**config.mk**
```make
export PLATFORM = sky130hd
export DESIGN_NAME = grid_renderer_flat
export DESIGN_NICKNAME = d
export VERILOG_FILES = /design/src/rtl/grid_renderer_if.sv /design/src/rtl/grid_renderer.sv /design/src/flat_wrapper.sv
export SDC_FILE = /design/constraint.sdc
export NUM_CORES = 1
export LEC_CHECK = 0
export ABC_AREA = 1
export BUFFER_PORTS_ARGS = -buffer_cell sky130_fd_sc_hd__buf_4
export CAP_MARGIN = 20
export CORE_MARGIN = 2
export CORE_UTILIZATION = 40
export CTS_BUF_LIST = sky130_fd_sc_hd__clkbuf_8
export DETAILED_ROUTE_END_ITERATION = 16
export PLACE_DENSITY_LB_ADDON = 0.15
export SETUP_SLACK_MARGIN = 0.3
export SYNTH_ARGS = -nofsm -noshare
export SYNTH_HDL_FRONTEND = slang
export SYNTH_SLANG_ARGS = --single-unit
```
**constraint.sdc**
```tcl
create_clock -name clk -period 1.6 [get_ports clk]
set_input_delay 0.16 -clock clk [delete_from_list [all_inputs] [get_ports clk]]
set_output_delay 0.16 -clock clk [all_outputs]
set_load 0.01 [all_outputs]
```
**src/rtl/grid_renderer_if.sv**
```systemverilog
// Cell RAM read bus between grid_renderer (master) and the external synchronous cell RAM (slave).
interface grid_renderer_if #(
   parameter int ADDR_W = 8
);
   logic [ADDR_W-1:0] cell_addr;
   logic              cell_alive;

   modport master (output cell_addr, input  cell_alive);
   modport slave  (input  cell_addr, output cell_alive);
endinterface

```
**src/rtl/grid_renderer.sv**
```systemverilog
// Two-stage pixel pipeline mapping VGA coordinates onto a Game of Life board with a blinking cursor.
// Optional macro GRID_LINES_EN draws cell borders in GRID_RGB over cursor and cell colours.
module grid_renderer #(
   parameter int          GRID_COLS    = 16,
   parameter int          GRID_ROWS    = 16,
   parameter int          CELL_LOG2    = 5,
   parameter int          BLINK_FRAMES = 30,
   parameter logic [11:0] ALIVE_RGB    = 12'hFFF,
   parameter logic [11:0] DEAD_RGB     = 12'h000,
   parameter logic [11:0] CURSOR_RGB   = 12'hF00
) (
   input  logic        clk,
   input  logic        rst_n,
   input  logic [10:0] x,
   input  logic [10:0] y,
   input  logic        de,
   input  logic        hsync_in,
   input  logic        vsync_in,
   input  logic        frame_start,
   input  logic        cursor_en,
   input  logic [5:0]  cursor_col,
   input  logic [5:0]  cursor_row,
   grid_renderer_if.master ram,
   output logic [11:0] rgb,
   output logic        hsync_out,
   output logic        vsync_out
);

   localparam int ADDR_W = (GRID_COLS * GRID_ROWS > 1) ? $clog2(GRID_COLS * GRID_ROWS) : 1;
   localparam int CNT_W  = (BLINK_FRAMES > 1) ? $clog2(BLINK_FRAMES) : 1;

   logic [10:0]       col;
   logic [10:0]       row;
   logic              in_grid;
   logic              cursor_hit;
   logic [ADDR_W-1:0] lin_addr;

   logic              s1_in_grid;
   logic              s1_cursor;
   logic              s1_hsync;
   logic              s1_vsync;
   logic [11:0]       pix_rgb;

   logic [CNT_W-1:0]  blink_cnt;
   logic              blink_phase;

`ifdef GRID_LINES_EN
   localparam logic [11:0] GRID_RGB = 12'h444;
   localparam logic [10:0] LAST_X   = 11'((GRID_COLS << CELL_LOG2) - 1);
   localparam logic [10:0] LAST_Y   = 11'((GRID_ROWS << CELL_LOG2) - 1);
   logic border;
   logic s1_border;
`endif

   // Full-width compares keep coordinates past the board from aliasing back onto it.
   always_comb begin
      col        = x >> CELL_LOG2;
      row        = y >> CELL_LOG2;
      in_grid    = de && (col < 11'(GRID_COLS)) && (row < 11'(GRID_ROWS));
      cursor_hit = cursor_en && (col == {5'd0, cursor_col}) && (row == {5'd0, cursor_row});
      lin_addr   = ADDR_W'(row[5:0]) * ADDR_W'(GRID_COLS) + ADDR_W'(col[5:0]);
   end

   assign ram.cell_addr = in_grid ? lin_addr : '0;

`ifdef GRID_LINES_EN
   assign border = in_grid && ((x[CELL_LOG2-1:0] == '0) || (y[CELL_LOG2-1:0] == '0) ||
                               (x == LAST_X) || (y == LAST_Y));
`endif

   // Stage 1 holds the per-pixel flags while the RAM read is in flight.
   always_ff @(posedge clk or negedge rst_n) begin
      if (!rst_n) begin
         s1_in_grid <= 1'b0;
         s1_cursor  <= 1'b0;
         s1_hsync   <= 1'b1;
         s1_vsync   <= 1'b1;
`ifdef GRID_LINES_EN
         s1_border  <= 1'b0;
`endif
      end else begin
         s1_in_grid <= in_grid;
         s1_cursor  <= cursor_hit;
         s1_hsync   <= hsync_in;
         s1_vsync   <= vsync_in;
`ifdef GRID_LINES_EN
         s1_border  <= border;
`endif
      end
   end

   always_comb begin
      pix_rgb = DEAD_RGB;
      if (!s1_in_grid)
         pix_rgb = 12'h000;
`ifdef GRID_LINES_EN
      else if (s1_border)
         pix_rgb = GRID_RGB;
`endif
      else if (s1_cursor && blink_phase)
         pix_rgb = CURSOR_RGB;
      else if (ram.cell_alive)
         pix_rgb = ALIVE_RGB;
   end

   always_ff @(posedge clk or negedge rst_n) begin
      if (!rst_n) begin
         rgb       <= 12'h000;
         hsync_out <= 1'b1;
         vsync_out <= 1'b1;
      end else begin
         rgb       <= pix_rgb;
         hsync_out <= s1_hsync;
         vsync_out <= s1_vsync;
      end
   end

   // Cursor blink half-period is counted in frames, not pixels.
   always_ff @(posedge clk or negedge rst_n) begin
      if (!rst_n) begin
         blink_cnt   <= '0;
         blink_phase <= 1'b0;
      end else if (frame_start) begin
         if (blink_cnt == CNT_W'(BLINK_FRAMES - 1)) begin
            blink_cnt   <= '0;
            blink_phase <= ~blink_phase;
         end else begin
            blink_cnt <= blink_cnt + 1'b1;
         end
      end
   end

endmodule

```
**src/flat_wrapper.sv**
```systemverilog
// flat-port wrapper written by rule: the top's interface ports become plain ports
module grid_renderer_flat 
#(
   parameter int          GRID_COLS    = 16,
   parameter int          GRID_ROWS    = 16,
   parameter int          CELL_LOG2    = 5,
   parameter int          BLINK_FRAMES = 30,
   parameter logic [11:0] ALIVE_RGB    = 12'hFFF,
   parameter logic [11:0] DEAD_RGB     = 12'h000,
   parameter logic [11:0] CURSOR_RGB   = 12'hF00
)
  (clk, rst_n, x, y, de, hsync_in, vsync_in, frame_start, cursor_en, cursor_col, cursor_row, rgb, hsync_out, vsync_out, ram_cell_addr, ram_cell_alive);
  grid_renderer_if #(.ADDR_W((8))) ram_i ();
  input  logic clk;
  input  logic rst_n;
  input  logic [10:0] x;
  input  logic [10:0] y;
  input  logic de;
  input  logic hsync_in;
  input  logic vsync_in;
  input  logic frame_start;
  input  logic cursor_en;
  input  logic [5:0] cursor_col;
  input  logic [5:0] cursor_row;
  output logic [11:0] rgb;
  output logic hsync_out;
  output logic vsync_out;
  output wire logic [$bits(ram_i.cell_addr)-1:0] ram_cell_addr;
  input wire logic [$bits(ram_i.cell_alive)-1:0] ram_cell_alive;
  assign ram_cell_addr = ram_i.cell_addr;
  assign ram_i.cell_alive = ram_cell_alive;
  grid_renderer #(.GRID_COLS(GRID_COLS), .GRID_ROWS(GRID_ROWS), .CELL_LOG2(CELL_LOG2), .BLINK_FRAMES(BLINK_FRAMES), .ALIVE_RGB(ALIVE_RGB), .DEAD_RGB(DEAD_RGB), .CURSOR_RGB(CURSOR_RGB)) u_core (.clk(clk), .rst_n(rst_n), .x(x), .y(y), .de(de), .hsync_in(hsync_in), .vsync_in(vsync_in), .frame_start(frame_start), .cursor_en(cursor_en), .cursor_col(cursor_col), .cursor_row(cursor_row), .ram(ram_i), .rgb(rgb), .hsync_out(hsync_out), .vsync_out(vsync_out));
endmodule
```
==> results of run 1 <==
area by class of cell:
type | instances | area share [%]
Clock buffer | 4 | 3.860
Timing Repair Buffer | 54 | 29.39
Tap cell | 28 | 2.456
Sequential cell | 14 | 24.91
Inverter | 24 | 6.316
Multi-Input combinational cell | 79 | 33.07
worst max path at each step:
stage / from / endpoint / slack [ps] / cells after the start
6_report: x[9] / ram_cell_addr[5] / 260 / 6
5_1_grt: x[9] / ram_cell_addr[5] / 200 / 6
4_1_cts: x[9] / ram_cell_addr[6] / 250 / 6
3_5_place_dp: y[5] / ram_cell_addr[5] / 200 / 6
3_3_place_gp: y[5] / ram_cell_addr[6] / 210 / 6
2_1_floorplan: y[5] / ram_cell_addr[6] / 400 / 4
layer usage:
metal	vias to the layer above	part of all wire (%)	wire length (um)	track usage, %
li1	466	-	-	-
met3	5	9.7	198	4.802
met2	46	51	1033	32.08
met1	389	37	757	14.59
met5	-	0	0	0
met4	0	2.4	49	10.68
cell usage after synthesis, types with 2 or more instances:
cell type	number	area share [%]
nor2_2	2	1.3
dfstp_2	4	11
a21oi_1	4	2.1
dfrtp_1	10	26
nor2_1	22	8.6
buf_4	10	7.8
nand2_1	25	9.8
inv_1	22	8.6
nand3_1	3	1.6
o21ai_0	2	1.0
ha_1	4	5.2
inv_2	2	0.78
xnor2_1	3	2.7
xor2_1	6	5.5
sequential cells by signal, summed over array words and instances, names as in the netlist:
| name | cells |
|---|---|
| u_core.blink_phase | 1 |
| u_core.s1_vsync | 1 |
| u_core.blink_cnt | 5 |
| u_core.rgb | 2 |
| u_core.vsync_out | 1 |
| u_core.s1_cursor | 1 |
| u_core.hsync_out | 1 |
| u_core.s1_hsync | 1 |
| u_core.s1_in_grid | 1 |
through the flow:
step / setup slack [ps] / cell area [um2]
global route: 198.5 / 1426
finish: 259.1 / 1426
global placement: 210.0 / 1319
detailed placement: 197.5 / 1319
CTS: 245.2 / 1396
floorplan: 400.6 / 960.9
cell families after synthesis:
family | Yosys count | synth area share [%]
DFF | 14 | 36.98
AOI/OAI and AO/OA | 8 | 4.297
and+or+nand+nor | 57 | 26.04
xor gates and xnor gates | 9 | 8.204
buffers and inverters | 34 | 17.19
adders and majority gates | 5 | 7.292
where the power goes:
group	total [uW]	leakage (uW)	switching [uW]	internal, uW
combinational	320	0.000616	150	171
sequential	522	0.000169	89.1	433
clock	341	0.0000288	123	218
what timing repair did:
action                                  CTS  global route
hold endpoints to repair                 14             0
gates cloned                              0             0
hold buffers                              1             0
endpoints found under the setup margin    2             3
gates resized for setup                   2             6
pin swaps                                 1             4
==> run metrics, run 1 <==
vias in the first global route 854; DRT iter0 DRCs 7; synth warn 0; row count 17; CTS tree yes; worst reg2reg endpoint u_core.blink_phase; Synth Register Bits 14; fin crit period 1341 ps; io pins 64; crit path cell chain buf_8 > ha_4 > fa_2 > inv_1 > nor2_1 > buf_4; via count 906; initial core utilization 43.03%; Slew Viols, Final 0; Layout Skew 5.820 ps; Setup TNS Final 0 ps; Peak VDD IR 0.5552 mV; die height 53.02 um; H-tree Lvls 1; Arr. time, crit path 1180 ps; nets 223; area of the mapped netlist 960.9 um2; total wire length 2039 um; Final period util 83.81%; Finish-stage setup viols 0; gp weighted congestion 0.7053; Non-Filler Instances 203; global route overflow 0; max frequency 0.7458 GHz; Total Power 1183 uW; hold slack 17.24 ps; final core occ 63.87%; status finished clean; syn_nets 174; CP startpoint kind input pin; Post-synth EDFFs 0; syn avg cell area 7.566 um2; critical path peak fanout 4; R2R Path Start u_core.blink_cnt[1]; area of the core 0.002233 mm2; 1st-pass router iterations 4; Area growth, synth to finish 48.44%; area of the multi-input gates 471.7 um2; Seq/Total Area, Yosys 36.98%; critical path class in2out; Slew headroom 85.77%; Die ar. 0.002811 mm2; # placed instances 198; clk sinks 14; n_diodes 0; Avg WL per Cell 10.04 um; Mapped Cells 127; Distinct cells, synth 22; final hold vios 0; cells on worst reg2reg path 5; P per Cell Area 829.7 mW/mm2; WP buf/inv 3; Leakage Power 0.0008144 uW; CP top delay family adder cells; Remaining DRCs 0; max_cap viols 0; Port-buffer cells 53; GRT Total Usage 16.62%; HP Class in2reg; Final ANT Viol Nets 0; Max Root-Sink Buffers 2; min-delay src vsync_in; CP required 1440 ps; Crit. End Element output pin; CTS clk-pin slew, worst paths 60 ps; Hold EP u_core.s1_vsync; worst skew pair latency 250 ps; fillcell total 190; Worst-Margin Slew 213.5 ps; root cell of the clock tree clkbuf_8; Die Wd 53.02 um; share of layout cells above drive strength 1 41.14%; post-detail-place hpwl 1649 um; first-pass GRT wire length 3270 um; register area 355.3 um2; Most used DFF post-synth dfrtp_1; largest net degree at the start of global routing 15; commonest non-fill, non-tap cell in the layout buf_4; CP max stage delay 510 ps; Post-CTS Setup Bufs 0; commonest cells after routing, fill and taps aside buf_4, nand2_1, nor2_1, inv_1, dfrtp_1; RSZ-0062 raised after global routing true; CTS Buf Count 3; slowest stage cell, crit path fa_2; antenna violations before repair 0; vias per inst 4.463; hold depth 1; asr flop ratio synth 100.0%; flop2flop setup slack 400 ps
Power figures use the tool's default switching activity.
==> inputs of run 2 (changes only) <==
--- a/config.mk
+++ b/config.mk
@@ -5,7 +5,7 @@
 export SDC_FILE = /design/constraint.sdc
 export NUM_CORES = 1
 export LEC_CHECK = 0
-export ABC_AREA = 1
+export ABC_AREA = 0
 export BUFFER_PORTS_ARGS = -buffer_cell sky130_fd_sc_hd__buf_4
 export CAP_MARGIN = 20
 export CORE_MARGIN = 2
==> constraint.sdc (replaced) <==
create_clock -name clk -period 1.25 [get_ports clk]
set_input_delay 0.125 -clock clk [delete_from_list [all_inputs] [get_ports clk]]
set_output_delay 0.125 -clock clk [all_outputs]
set_load 0.01 [all_outputs]
==> run 2 against run 1 <==
The flow now finishes with violations (setup timing); routed wire length is 1.8% higher; utilization is 12 points higher; clock-buffer cell count stayed put; sequential share of layout area is 3.1 points lower; first-iteration DRC count is 14% higher; global-route usage is 2.0 points higher; non-clock buffer count is 13 higher; hold slack better by 100 ps; via count is 8.7% lower; power is 44% higher; sequential power is 26% higher; die area is 5.8% lower; largest cell class is now buffers; largest power group unchanged.
==> run metrics, run 2 <==
Largest register FFs 5; synth warn 0; Final ANT Viol Nets 0; Worst-Margin Slew 234.3 ps; commonest cells after routing, fill and taps aside buf_4, buf_6, xnor2_1; fin crit period 1278 ps; row count 17; post-detail-place hpwl 1559 um; Synth Area in Compound Gates 8.333%; initial core utilization 41.52%; 1st-pass router iterations 4; Synth Register Bits 14; largest cells by area after synthesis dfrtp_1, xnor2_1, dfstp_2; Place WS -82.34 ps; cells on worst reg2reg path 5; Non-Filler Instances 174; HP Class in2reg; hold depth 3; largest registers u_core.blink_cnt x5, u_core.rgb x2; final hold vios 0; syn avg cell area 10.48 um2; post-synthesis simple-gate area fraction 18.61%; clk sinks 14; slowest stage cell, crit path fa_2; gp weighted congestion 0.6701; total wire length 2075 um; cell with the most instances after synthesis xnor2_1; max_cap viols 0; Remaining DRCs 0; Design Area, Final 0.001648 mm2; DRT iter0 DRCs 8; Mapped Cells 86; CTS tree yes; Leakage Power 0.0007965 uW; Max Root-Sink Buffers 2; CP startpoint kind input pin; RSZ-0062 raised after global routing true; Avg WL per Cell 11.93 um; Seq/Total Area, Yosys 39.44%; Die ar. 0.002648 mm2; CTS clk-pin slew, worst paths 50 ps; worst skew pair latency 240 ps; nets 194; Layout Skew 4.288 ps; Port-buffer cells 53; io pins 64; critical path class in2out; area of the core 0.002170 mm2; Placed Instance Area 0.001318 mm2; Slew headroom 84.24%; post-synthesis mux area share 2.222%; first-pass GRT wire length 3567 um; xor/xnor share of the synthesized area 13.61%; asr flop ratio synth 100.0%; Distinct cells, synth 31; fillcell total 158; min setup slack post-route -28.38 ps; largest net degree at the start of global routing 15; CP max stage delay 510 ps; die height 51.46 um; GRT Total Usage 18.57%; area of the multi-input gates 571.8 um2; dominant cell type by area after synthesis dfrtp_1; vias in the first global route 816; Synth top area share 27.78%; register area 359.1 um2; via count 827; Post-synth EDFFs 0; Peak VDD IR 0.6097 mV; commonest non-fill, non-tap cell in the layout buf_4; Total Power 1704 uW; global route overflow 0; crit path cell chain buf_8 > ha_4 > fa_2 > and3_4 > buf_6; antenna violations before repair 0; syn_nets 133; CTS Buf Count 3; Crit. End Element output pin; critical path peak fanout 2; P per Cell Area 1034 mW/mm2; max frequency 0.7822 GHz; Die Wd 51.46 um; failing checks setup timing; status finished with violations; Final period util 102.3%; H-tree Lvls 1; # placed instances 161; most frequent cells after synthesis xnor2_1, buf_4, dfrtp_1; Finish-stage setup viols 1; Most used DFF post-synth dfrtp_1; final core occ 75.95%; vias per inst 4.753; area of the mapped netlist 900.9 um2; Reg with most FFs u_core.blink_cnt; largest family of logic cells by synthesized area simple AND/OR/NAND/NOR gates; Slew Viols, Final 0; Arr. time, crit path 1150 ps; Synth Area in Adders 7.778%; share of layout cells above drive strength 1 67.12%; n_diodes 0; Area growth, synth to finish 82.92%; CP required 1120 ps; root cell of the clock tree clkbuf_8
## run 2: changes by cell type in the layout (fill, tap and decap cells not counted), sizes merged, moves of 2 or more
cell / previous run / this run
nand2b: 0 / 2
buf: 53 / 64
xor2: 6 / 1
nor2b: 0 / 2
dlygate4sd3: 1 / 3
inv: 24 / 3
nand3: 4 / 2
nor2: 25 / 2
and3: 0 / 7
xnor2: 3 / 13
nor4: 0 / 2
nand2: 26 / 4
mux2i: 0 / 2
## run 2: layout make-up
class / count / share of cell area [%]
Tap cell: 28 / 2.126
Clock buffer: 4 / 3.341
Timing Repair Buffer: 67 / 37.36
Sequential cell: 14 / 21.79
Inverter: 3 / 0.6834
Multi-Input combinational cell: 58 / 34.70
## run 2: power breakdown
group / total, uW / internal, uW / switching [uW]
sequential: 658 / 547 / 111
clock: 434 / 279 / 155
combinational: 612 / 383 / 228
## run 2: repair_timing
| action | CTS | global route |
|---|---|---|
| endpoints found under the setup margin | 24 | 26 |
| buffers inserted | 3 | 3 |
| resized for setup | 34 | 14 |
| hold buffers | 3 | 0 |
| pin swaps | 9 | 3 |
| endpoints found under the hold margin | 16 | 0 |
## run 2: path summary, 6_finish.rpt
| check | startpoint | endpoint | slack, ps |
|---|---|---|---|
| setup / recovery | x[9] | ram_cell_addr[5] | -30 |
| hold / removal | ram_cell_alive | u_core.rgb[7] | 120 |
| setup reg to reg | u_core.blink_cnt[1] | u_core.blink_cnt[2] | 30 |
| hold reg to reg | u_core.s1_hsync | u_core.hsync_out | 360 |
| max in group asynchronous | rst_n | u_core.vsync_out | 750 |
| min in group asynchronous | rst_n | u_core.blink_cnt[2] | 260 |
## run 2: logic make-up after synthesis
family                   count (synthesis)
AND/OR/NAND/NOR                         26
XOR/XNOR                                14
buffers and inverters                   14
flip-flops                              14
AO/OA/AOI/OAI                           11
adder cells (fa/ha/maj)                  5
multiplexers                             2
## run 2: per-layer routing
| layer | part of all wire, % | track usage (%) | routed length (um) |
|---|---|---|---|
| met1 | 37 | 21.26 | 774 |
| met2 | 51 | 30.13 | 1051 |
| met3 | 7.8 | 3.216 | 161 |
| met4 | 4.2 | 14.91 | 87 |
| met5 | 0 | 0 | 0 |
## run 2: worst max-delay path: cells and delay by family
family,cells,cell delay [ps]
fa+ha+maj,2,660
buf+inv,2,190
simple gates,1,170
## run 2: through the flow
| step | TNS (ps) | hold WS [ps] |
|---|---|---|
| 2_1_floorplan | 0 | -170.6 |
| 4_1_cts | -72.45 | 114.9 |
| 6_report | -28.38 | 119.0 |
| 5_1_grt | -110.5 | 138.0 |
| 3_5_place_dp | -183.0 | -21.97 |
| 3_3_place_gp | -161.6 | -20.95 |
